===== src/rtl/keypad_scan_reader_pkg.sv =====
// Shared types, key-code constants and helpers for the 4x4 keypad scanner.
// key_map() is only used when the design is built with KEYPAD_MAP_EN defined.
package keypad_scan_reader_pkg;

  typedef enum logic [1:0] {
    ST_SCAN     = 2'd0,
    ST_DEBOUNCE = 2'd1,
    ST_HELD     = 2'd2
  } kp_state_e;

  localparam logic [3:0] KEY_A    = 4'd10;
  localparam logic [3:0] KEY_B    = 4'd11;
  localparam logic [3:0] KEY_C    = 4'd12;
  localparam logic [3:0] KEY_D    = 4'd13;
  localparam logic [3:0] KEY_STAR = 4'd14;
  localparam logic [3:0] KEY_HASH = 4'd15;

  // Physical layout "123A / 456B / 789C / *0#D" to key value.
  function automatic logic [3:0] key_map(input logic [1:0] row, input logic [1:0] col);
    logic [3:0] code;
    case ({row, col})
      4'd0:    code = 4'd1;
      4'd1:    code = 4'd2;
      4'd2:    code = 4'd3;
      4'd3:    code = KEY_A;
      4'd4:    code = 4'd4;
      4'd5:    code = 4'd5;
      4'd6:    code = 4'd6;
      4'd7:    code = KEY_B;
      4'd8:    code = 4'd7;
      4'd9:    code = 4'd8;
      4'd10:   code = 4'd9;
      4'd11:   code = KEY_C;
      4'd12:   code = KEY_STAR;
      4'd13:   code = 4'd0;
      4'd14:   code = KEY_HASH;
      4'd15:   code = KEY_D;
      default: code = 4'd0;
    endcase
    return code;
  endfunction

  function automatic logic [3:0] col_drive(input logic [1:0] col);
    return ~(4'b0001 << col);
  endfunction

endpackage


===== src/rtl/keypad_scan_reader_timer.sv =====
// Column window counter: counts 0..SCAN_DIV-1 and flags the last cycle of
// each window as the row sample tick.
module keypad_scan_timer #(
  parameter int SCAN_DIV = 32768
) (
  input  logic clk,
  input  logic rst_n,
  output logic o_tick
);

  localparam int CW = (SCAN_DIV > 1) ? $clog2(SCAN_DIV) : 1;
  localparam logic [CW-1:0] LAST = CW'(SCAN_DIV - 1);

  logic [CW-1:0] cnt_q;
  logic [CW-1:0] cnt_d;

  // Next window count with wrap at the last cycle.
  always_comb begin
    if (cnt_q == LAST) begin
      cnt_d = '0;
    end else begin
      cnt_d = cnt_q + CW'(1);
    end
  end

  // Window count register.
  always_ff @(posedge clk or negedge rst_n) begin
    if (!rst_n) begin
      cnt_q <= '0;
    end else begin
      cnt_q <= cnt_d;
    end
  end

  assign o_tick = (cnt_q == LAST);

endmodule


===== src/rtl/keypad_scan_reader.sv =====
// 4x4 matrix keypad scanner with row synchronizer and single-key debounce.
// Define KEYPAD_MAP_EN to report layout-mapped key values instead of row*4+col.
module keypad_scan_reader
  import keypad_scan_reader_pkg::*;
#(
  parameter int SCAN_DIV     = 32768,
  parameter int DEBOUNCE_CNT = 4
) (
  input  logic       clk,
  input  logic       rst_n,
  input  logic [3:0] i_row,
  output logic [3:0] o_col,
  output logic [3:0] o_key_code,
  output logic       o_key_valid,
  output logic       o_key_held
);

  localparam logic [3:0] DB_TARGET = 4'(DEBOUNCE_CNT);

  logic [3:0] row_meta_q, row_sync_q;
  logic       tick_s;
  kp_state_e  state_q, state_d;
  logic [1:0] col_q, col_d;
  logic [1:0] row_q, row_d;
  logic [3:0] cnt_q, cnt_d;
  logic [3:0] col_drv_q, col_drv_d;
  logic [3:0] code_q, code_d;
  logic       valid_q, valid_d;
  logic       held_q, held_d;
  logic       any_low_s, cand_low_s;
  logic [1:0] low_row_s;
  logic [3:0] cnt_inc_s, new_code_s;

  keypad_scan_timer #(.SCAN_DIV(SCAN_DIV)) u_timer (
    .clk    (clk),
    .rst_n  (rst_n),
    .o_tick (tick_s)
  );

  assign any_low_s  = ~&row_sync_q;
  assign cand_low_s = ~row_sync_q[row_q];
  assign cnt_inc_s  = cnt_q + 4'd1;

  // Lowest-index active row wins when several rows are low.
  always_comb begin
    if (!row_sync_q[0]) begin
      low_row_s = 2'd0;
    end else if (!row_sync_q[1]) begin
      low_row_s = 2'd1;
    end else if (!row_sync_q[2]) begin
      low_row_s = 2'd2;
    end else begin
      low_row_s = 2'd3;
    end
  end

`ifdef KEYPAD_MAP_EN
  assign new_code_s = key_map(row_d, col_q);
`else
  assign new_code_s = {row_d, col_q};
`endif

  // Scan / debounce / held state machine; acts only on sample ticks.
  always_comb begin
    state_d = state_q;
    col_d   = col_q;
    row_d   = row_q;
    cnt_d   = cnt_q;
    valid_d = 1'b0;
    if (tick_s) begin
      case (state_q)
        ST_SCAN: begin
          if (any_low_s) begin
            row_d = low_row_s;
            if (DB_TARGET == 4'd1) begin
              state_d = ST_HELD;
              valid_d = 1'b1;
              cnt_d   = 4'd0;
            end else begin
              state_d = ST_DEBOUNCE;
              cnt_d   = 4'd1;
            end
          end else begin
            col_d = col_q + 2'd1;
          end
        end
        ST_DEBOUNCE: begin
          if (cand_low_s) begin
            if (cnt_inc_s == DB_TARGET) begin
              state_d = ST_HELD;
              valid_d = 1'b1;
              cnt_d   = 4'd0;
            end else begin
              cnt_d = cnt_inc_s;
            end
          end else begin
            state_d = ST_SCAN;
            cnt_d   = 4'd0;
            col_d   = col_q + 2'd1;
          end
        end
        ST_HELD: begin
          if (!cand_low_s) begin
            if (cnt_inc_s == DB_TARGET) begin
              state_d = ST_SCAN;
              cnt_d   = 4'd0;
              col_d   = col_q + 2'd1;
            end else begin
              cnt_d = cnt_inc_s;
            end
          end else begin
            cnt_d = 4'd0;
          end
        end
        default: begin
          state_d = ST_SCAN;
          cnt_d   = 4'd0;
        end
      endcase
    end else begin
      state_d = state_q;
    end
    code_d    = valid_d ? new_code_s : code_q;
    held_d    = (state_d == ST_HELD);
    col_drv_d = col_drive(col_d);
  end

  // Row synchronizer, FSM state and registered outputs.
  always_ff @(posedge clk or negedge rst_n) begin
    if (!rst_n) begin
      row_meta_q <= 4'b1111;
      row_sync_q <= 4'b1111;
      state_q    <= ST_SCAN;
      col_q      <= 2'd0;
      row_q      <= 2'd0;
      cnt_q      <= 4'd0;
      col_drv_q  <= 4'b1110;
      code_q     <= 4'd0;
      valid_q    <= 1'b0;
      held_q     <= 1'b0;
    end else begin
      row_meta_q <= i_row;
      row_sync_q <= row_meta_q;
      state_q    <= state_d;
      col_q      <= col_d;
      row_q      <= row_d;
      cnt_q      <= cnt_d;
      col_drv_q  <= col_drv_d;
      code_q     <= code_d;
      valid_q    <= valid_d;
      held_q     <= held_d;
    end
  end

  assign o_col       = col_drv_q;
  assign o_key_code  = code_q;
  assign o_key_valid = valid_q;
  assign o_key_held  = held_q;

endmodule


===== config.mk =====
export PLATFORM = sky130hd
export DESIGN_NAME = keypad_scan_reader
export DESIGN_NICKNAME = d
export VERILOG_FILES = /design/src/rtl/keypad_scan_reader_pkg.sv /design/src/rtl/keypad_scan_reader_timer.sv /design/src/rtl/keypad_scan_reader.sv
export SDC_FILE = /design/constraint.sdc
export NUM_CORES = 1
export LEC_CHECK = 0
export ABC_CLOCK_PERIOD_IN_PS = 3300
export BUFFER_PORTS_ARGS = -buffer_cell sky130_fd_sc_hd__buf_2
export CAP_MARGIN = 20
export CORE_MARGIN = 2
export CORE_UTILIZATION = 40
export CTS_BUF_LIST = sky130_fd_sc_hd__clkbuf_4 sky130_fd_sc_hd__clkbuf_8
export CTS_CLUSTER_DIAMETER = 60
export CTS_CLUSTER_SIZE = 20
export DETAILED_ROUTE_END_ITERATION = 8
export GPL_ROUTABILITY_DRIVEN = 0
export GPL_TIMING_DRIVEN = 0
export PLACE_DENSITY_LB_ADDON = 0.05
export REMOVE_ABC_BUFFERS = 1
export SYNTH_ARGS = -nofsm -noshare
export SYNTH_HDL_FRONTEND = slang
export SYNTH_SLANG_ARGS = --single-unit

===== constraint.sdc =====
create_clock -name clk -period 3.3 [get_ports clk]
set_input_delay 0.165 -clock clk [delete_from_list [all_inputs] [get_ports clk]]
set_output_delay 0.165 -clock clk [all_outputs]
set_load 0.005 [all_outputs]

==> results.py, run 1 <==
metrics = {
    "synthesis": {
        "synth_edf_count": 0,
        "mean_syn_cell_area_um2": 11.69,
        "ys_async_rst_share_pct": 100.0,
        "ys_seq_elements": 43,
        "synth.lib_cells_used.distinct": 47,
        "post-synth-top-area-cell": "dfrtp_1",
        "yosys-top-cells-area": "dfrtp_1 (40%), dfstp_2 (14%), xnor2_1 (3.1%)",
        "yosysMostFrequentCell": "dfrtp_1",
        "synth-seq-area-share_pct": 54.51,
        "syn_inst": 171,
        "synth_commonest_cells": "dfrtp_1 (32), nor2_1 (12), dfstp_2 (11), nand2_1 (10), o21ai_0 (8)",
        "synth_flop_cell": "dfrtp_1",
        "synth_largest_type_area_fraction_pct": 40.05,
        "synth.cell_area_um2": 1999,
        "yosys_warnings": 0,
    },
    "die": {
        "die_width_um": 74.70,
        "starting_density_of_the_core_pct": 41.78,
        "placeable_core_region_um2": 4786,
        "die-height_um": 74.70,
        "die_area_um2": 5580,
        "row_count": 25,
        "top_level_ports": 16,
    },
    "clock_network": {
        "cts_sinks": 43,
        "clock_path_buffers": 2,
        "clock_tree.root_cell": "clkbuf_8",
        "tritoncts.num_buffers": 5,
        "clk_latency_ps": 280,
        "htree_num_levels": 2,
        "ctsHoldBuffers": 4,
        "postCtsSetupRepairBufs": 0,
        "post_cts.resized_instances": 0,
        "worst_setup_hold_path_clk_slew_ps": 80,
        "tritoncts_clock_tree": "built",
    },
    "setup_path": {
        "crit_path_max_fanout": 8,
        "worst-r2r-setup-slack_ps": 640,
        "critPathLaunchType": "flip-flop",
        "path_cells": "ha_1, nand2_1, or4_1, or4_4, mux2_4",
        "critPathArrivalTime_ps": 2830,
        "rr_worst_depth": 5,
        "cp_data_required_time_ps": 3460,
        "critical_path.slowest_cell": "or4_1",
        "timing.rr.start": "u_timer.cnt_q[0]",
        "endpoint_kind": "flip-flop",
        "cp_slowest_stage_delay_ps": 690,
        "crit_buf_inv": 0,
        "start_to_end_type_of_the_worst_setup_path": "flip-flop to flip-flop",
        "capture_point_of_the_worst_reg_to_reg_path": "o_key_code[0]",
        "worst_path_dominant_cell_family": "simple AND/OR/NAND/NOR gates",
    },
    "global_routing": {
        "number_of_global_route_vias_before_repair": 1354,
        "maximum_number_of_pins_on_one_net_before_global_route_repair": 44,
        "grt_antenna_before_repair": 0,
        "grt_first_pass_wirelength_mm": 6.451,
        "global_route.usage.total_pct": 15.21,
        "grt_overflow_total": 0,
    },
    "cells_and_area": {
        "antenna-diode-count": 0,
        "finalNetCount": 204,
        "fin_cells": 263,
        "filler_cell_count": 455,
        "final_layout_size_suffix_gt1_share_pct": 25.00,
        "post-route-cell-area_um2": 2281,
        "areaGrowthSynthToFinish_pct": 14.08,
    },
    "place": {
        "detailed_place_hpwl_mm": 2.558,
        "numPlacedInstances": 251,
        "buffer_ports.inserted": 15,
        "placement.cell_area_um2": 2152,
    },
    "drt": {
        "via_count": 1382,
        "drcViolationCount": 0,
        "drt_pre_antenna_iters": 4,
        "via_per_inst": 5.255,
        "postRouteAntennaNets": 0,
        "avgRoutedWirePerCell_um": 13.81,
        "initialDrtViolationCount": 39,
        "drt-total-wl_mm": 3.633,
    },
    "timing": {
        "timing.final.crit_period_ps": 2664,
        "skew_ps": 7.088,
        "max_freq_ghz": 0.3754,
        "grt_setup_unrepaired": "no",
        "worst_slew_margin_relative_to_its_limit_pct": 38.54,
        "final_hold_viol_count": 0,
        "worst-slew-pin-transition_ps": 921.8,
        "setup_violations": 0,
        "post-route-period-util_pct": 80.72,
        "final_max_slew_viol_count": 0,
    },
    "run": {
        "max_cap_violations": 0,
    },
    "pwr": {
        "max-vdd-ir-drop_uv": 372.8,
        "areal_power_density_over_the_cells_nw_per_um2": 390.2,
        "p_leak_uw": 0.001041,
    },
    "worst_hold_path": {
        "worstHoldPathType": "primary input to asynchronous set/reset pin",
    },
    "run_status": {
        "run_status": "complete, no violations",
    },
}
==> sequential cells by signal (all words and copies together), names as in the netlist, 2 cells and up <==
signal,flops
row_sync_q,4
row_meta_q,4
state_q,2
row_q,2
o_key_code,4
o_col,4
cnt_q,4
col_q,2
u_timer.cnt_q,15
==> worst register-to-register path: cells and delay by family, from the launching register on <==
| family | cells | cell delay (ps) |
|---|---|---|
| flops | 1 | 420 |
| fa+ha+maj | 1 | 300 |
| simple gates | 3 | 1500 |
| mux | 1 | 330 |
==> cells by family (layout without fill, tap and decap cells) <==
logic type      Yosys count  count (layout)  synth area share, %
fa+ha+maj                 3               3                1.878
flops                    43              43                54.51
compound gates           27              27                9.200
xor+xnor                 13              13                5.695
simple gates             66              66                19.21
mux                      12              12                7.760
buf+inv                   7              32                1.752
==> report_power, final <==
| part | internal (µW) | leakage [µW] | switching (µW) |
|---|---|---|---|
| clock network | 156 | 0.0000446 | 173 |
| registers | 536 | 0.000548 | 2.82 |
| logic | 8.55 | 0.000448 | 14.0 |
==> stage by stage <==
step           util (%)  setup TNS, ps  setup slack (ps)  hold WS [ps]  power, µW
2_1_floorplan         -              0             604.8        -130.6      553.5
6_report          47.66              0             636.3         4.035      890.0
3_3_place_gp      44.68          -2759            -383.9         271.0      568.1
4_1_cts           47.66              0             626.1         56.57      901.7
5_1_grt           47.66              0             502.8         89.26      932.7
3_5_place_dp      44.97              0             654.3         271.2      568.7
==> worst max-delay path by stage <==
stage	start	end	slack (ps)	cells after the start
final	u_timer.cnt_q[0]	o_key_code[0]	640	5
after global routing	u_timer.cnt_q[0]	o_key_code[0]	500	5
after CTS	u_timer.cnt_q[0]	o_key_code[0]	630	5
after detailed placement	u_timer.cnt_q[0]	o_key_code[0]	650	5
after global placement	u_timer.cnt_q[0]	o_col[2]	-380	5
after floorplan	u_timer.cnt_q[0]	col_q[0]	600	5
==> layout by cell type, fill, tap and decap left out, types with 3 or more instances in the layout <==
| cell | synthesis | layout |
|---|---|---|
| xor2_1 | 6 | 6 |
| nand2b_1 | 6 | 6 |
| nor3_1 | 5 | 5 |
| dfrtp_1 | 32 | 32 |
| nor2_1 | 12 | 12 |
| dlygate4sd3_1 | 0 | 4 |
| a21boi_0 | 3 | 3 |
| mux2i_1 | 5 | 5 |
| xnor2_1 | 7 | 7 |
| nand2_1 | 10 | 10 |
| dfstp_2 | 11 | 11 |
| nand4_1 | 6 | 6 |
| mux2_4 | 4 | 4 |
| ha_1 | 3 | 3 |
| a21oi_1 | 4 | 4 |
| buf_2 | 1 | 15 |
| o2111ai_1 | 3 | 3 |
| inv_1 | 4 | 4 |
| o21ai_0 | 8 | 8 |
| nand3_1 | 7 | 7 |
| clkbuf_8 | 0 | 5 |
==> routing by layer <==
layer | part of all wire [%] | vias up | global-route usage (%)
met3 | 2.8 | 2 | 3.213
met4 | 0.61 | 0 | 3.571
met2 | 44 | 23 | 23.89
met1 | 52 | 682 | 21.75
li1 | - | 675 | -
met5 | 0 | - | 0
==> final cells by class <==
cell class / count / area (µm²) / share of cell area, %
Clock inverter: 2 / 12.51 / 0.5485
Tap cell: 67 / 83.83 / 3.675
Multi-Input combinational cell: 121 / 880.8 / 38.62
Sequential cell: 43 / 1090 / 47.78
Clock buffer: 6 / 76.32 / 3.346
Inverter: 4 / 15.01 / 0.6583
Timing Repair Buffer: 20 / 122.6 / 5.376
Note: power is estimated with default switching activity, not from simulation.
==> run 2, diff against run 1 <==
--- a/config.mk
+++ b/config.mk
@@ -5,7 +5,8 @@
 export SDC_FILE = /design/constraint.sdc
 export NUM_CORES = 1
 export LEC_CHECK = 0
-export ABC_CLOCK_PERIOD_IN_PS = 3300
+export ABC_AREA = 1
+export ABC_CLOCK_PERIOD_IN_PS = 2600
 export BUFFER_PORTS_ARGS = -buffer_cell sky130_fd_sc_hd__buf_2
 export CAP_MARGIN = 20
 export CORE_MARGIN = 2
==> constraint.sdc (replaced) <==
create_clock -name clk -period 2.6 [get_ports clk]
set_input_delay 0.13 -clock clk [delete_from_list [all_inputs] [get_ports clk]]
set_output_delay 0.13 -clock clk [all_outputs]
set_load 0.005 [all_outputs]
==> run 2 against run 1 <==
- the run now ends with negative hold slack left
- count of clock-buffer cells in the layout unchanged
- non-clock buffer count shrank 1
- combinational power increased by 28%
- critical path depth up 2
- worst setup slack worse by 330 ps
- synthesized cell count is 34% higher
- cell area up 1.0%
- first-iteration DRC count rose to 3.0 times the previous value
- hold slack lost 33 ps
- global-route usage shrank 0.41 points
- sequential power increased by 27%
- highest routed layer unchanged
==> results.py, run 2 <==
metrics = {
    "run_status": {
        "run_status": "finished, violations left",
        "violations_in_the_final_reports": "negative hold slack",
    },
    "synthesis": {
        "synth_largest_type_area_fraction_pct": 39.75,
        "synth_commonest_cells": "nand2_1 (61), dfrtp_1 (32), inv_1 (30), nor2_1 (22), o21ai_0 (13)",
        "synth.lib_cells_used.distinct": 28,
        "post-synth-top-area-cell": "dfrtp_1",
        "yosys_warnings": 0,
        "synth_flop_cell": "dfrtp_1",
        "yosysMostFrequentCell": "nand2_1",
        "ys_seq_elements": 43,
        "yosys-top-cells-area": "dfrtp_1 (40%), dfstp_2 (14%), nand2_1 (11%)",
        "synth_edf_count": 0,
        "synth.cell_area_um2": 2014,
        "ys_async_rst_share_pct": 100.0,
        "syn_inst": 229,
        "synth-seq-area-share_pct": 54.10,
        "mean_syn_cell_area_um2": 8.797,
    },
    "pwr": {
        "max-vdd-ir-drop_uv": 326.0,
        "power.net_switching_uw": 253.5,
        "power.share.sequential_pct": 58.8,
        "p_leak_uw": 0.001125,
        "p_clk_share_pct": 38.7,
        "sw_share_pct": 21.86,
        "cell_internal_pwr_uw": 906.3,
        "part_of_the_power_in_combinational_logic_pct": 2.5,
        "areal_power_density_over_the_cells_nw_per_um2": 503.2,
    },
    "setup_path": {
        "crit_path_max_fanout": 12,
        "cp_slowest_stage_delay_ps": 620,
        "critPathArrivalTime_ps": 2490,
        "critPathLaunchType": "flip-flop",
        "crit_buf_inv": 0,
        "cp_data_required_time_ps": 2800,
        "critical_path.slowest_cell": "nor2_1",
        "critical-path-top-cell-by-count": "nand2_1",
        "endpoint_kind": "flip-flop",
        "start_to_end_type_of_the_worst_setup_path": "flip-flop to flip-flop",
        "path_cells": "ha_1, nand2_1, nor2_4, nand2_1, nor2_1, nand2_1, o31ai_1",
        "worst_path_dominant_cell_family": "simple AND/OR/NAND/NOR gates",
    },
    "drt": {
        "drcViolationCount": 0,
        "routed_wire_length_on_met3_um": 103,
        "postRouteAntennaNets": 0,
        "drt-total-wl_mm": 3.477,
        "initialDrtViolationCount": 116,
        "via_per_inst": 4.581,
        "routed_wire_length_on_met2_mm": 1.622,
        "via_count": 1475,
        "route.top_layer_used": "met4",
        "wirelength_met1_mm": 1.684,
        "avgRoutedWirePerCell_um": 10.80,
        "drt_pre_antenna_iters": 4,
    },
    "global_routing": {
        "grt_antenna_before_repair": 0,
        "grt_overflow_total": 0,
        "maximum_number_of_pins_on_one_net_before_global_route_repair": 44,
        "number_of_global_route_vias_before_repair": 1417,
        "grt_first_pass_wirelength_mm": 6.196,
        "global_route.usage.total_pct": 14.80,
    },
    "cells_and_area": {
        "combined_area_of_the_multi_input_logic_cells_um2": 800.8,
        "final_layout_size_suffix_gt1_share_pct": 19.22,
        "finalNetCount": 263,
        "layout.cells.most_common_list": "nand2_1 (61), dfrtp_1 (32), inv_1 (30)",
        "register_with_the_most_flip_flops": "u_timer.cnt_q",
        "areaGrowthSynthToFinish_pct": 14.41,
        "filler_cell_count": 475,
        "mostFrequentLayoutCell": "nand2_1",
        "flip_flop_count_of_the_largest_register_all_copies_and_words_added": 15,
        "antenna-diode-count": 0,
        "seqCellArea_um2": 1090,
    },
    "clock_network": {
        "worst_setup_hold_path_clk_slew_ps": 90,
        "tritoncts_clock_tree": "built",
        "post_cts.resized_instances": 0,
        "clock_tree.root_cell": "clkbuf_8",
        "ctsHoldBuffers": 4,
        "htree_num_levels": 2,
        "clock_path_buffers": 2,
        "tritoncts.num_buffers": 5,
        "postCtsSetupRepairBufs": 0,
        "clk_latency_ps": 290,
        "cts_sinks": 43,
    },
    "place": {
        "buffer_ports.inserted": 15,
        "detailed_place_hpwl_mm": 2.519,
    },
    "run": {
        "max_cap_violations": 0,
    },
    "timing": {
        "final_max_slew_viol_count": 0,
        "worst_slew_margin_relative_to_its_limit_pct": 37.17,
        "post-route-period-util_pct": 88.24,
        "skew_ps": 6.561,
        "timing.final.crit_period_ps": 2294,
        "worst-slew-pin-transition_ps": 942.5,
        "hold_ws_ps": -29.25,
        "grt_setup_unrepaired": "no",
        "setup_tns_ps": 0,
        "max_freq_ghz": 0.4359,
        "setup_violations": 0,
        "final_hold_viol_count": 32,
    },
    "die": {
        "starting_density_of_the_core_pct": 42.09,
        "die-height_um": 74.97,
        "die_area_um2": 5620,
        "top_level_ports": 16,
        "die_width_um": 74.97,
        "placeable_core_region_um2": 4786,
        "row_count": 25,
    },
    "worst_hold_path": {
        "worstHoldPathType": "primary input to asynchronous set/reset pin",
    },
}
## run 2: area by class of cell
| class | count | area share, % |
|---|---|---|
| clock inverters | 2 | 0.7058 |
| repair buffers | 19 | 4.995 |
| inverters | 31 | 5.049 |
| flip-flops and latches | 43 | 47.29 |
| clock buffers | 6 | 3.583 |
| multi-input cells | 154 | 34.74 |
| well taps | 67 | 3.637 |
## run 2: cell families (layout without fill, tap and decap cells)
kind of cell | after synthesis | count (layout) | share of synthesized area, %
compound gates | 29 | 29 | 8.136
xor+xnor | 7 | 7 | 3.044
fa+ha+maj | 3 | 3 | 1.864
buf+inv | 32 | 58 | 6.149
flops | 43 | 43 | 54.10
simple gates | 115 | 115 | 26.71
## run 2: path summary, 6_finish.rpt
path,depth (start not counted),slack (ps),endpoint,from
setup / recovery,7,310,cnt_q[3],u_timer.cnt_q[0]
hold / removal,1,-30,u_timer.cnt_q[6],rst_n
setup reg to reg,7,310,cnt_q[3],u_timer.cnt_q[0]
hold reg to reg,0,360,row_sync_q[0],row_meta_q[0]
max in group asynchronous,1,2040,o_col[0],rst_n
min in group clk,0,360,row_sync_q[0],row_meta_q[0]
## run 2: worst register-to-register path, cell delays in order, from the launching register on
cell and delay, ps:
dfrtp_1 400, ha_1 190, nand2_1 90, nor2_4 150
nand2_1 110, nor2_1 620, nand2_1 360, o31ai_1 280
## run 2: routing by layer
metal | track usage (%) | vias up
li1 | - | 781
met4 | 6.548 | 0
met2 | 24.27 | 19
met1 | 18.80 | 669
met5 | 0 | -
met3 | 3.213 | 6
## run 2: metrics by stage
step	total power [µW]	util (%)	instances	cell area (µm²)	worst slack, ps
finish	1160	48.16	322	2305	305.9
global placement	720.7	45.25	310	2166	288.4
CTS	1191	48.16	322	2305	237.6
detailed placement	721.5	45.25	310	2166	251.5
global route	1216	48.16	322	2305	9.033
floorplan	702.0	-	228	2007	810.8
## run 2: power groups by stage
stage	registers [µW]	logic, µW	clock network, µW
after floorplan	695	7.22	0
after global placement	695	25.4	0
after detailed placement	695	26.1	0
after CTS	683	30.6	478
after global routing	684	34.5	498
final	683	28.9	448
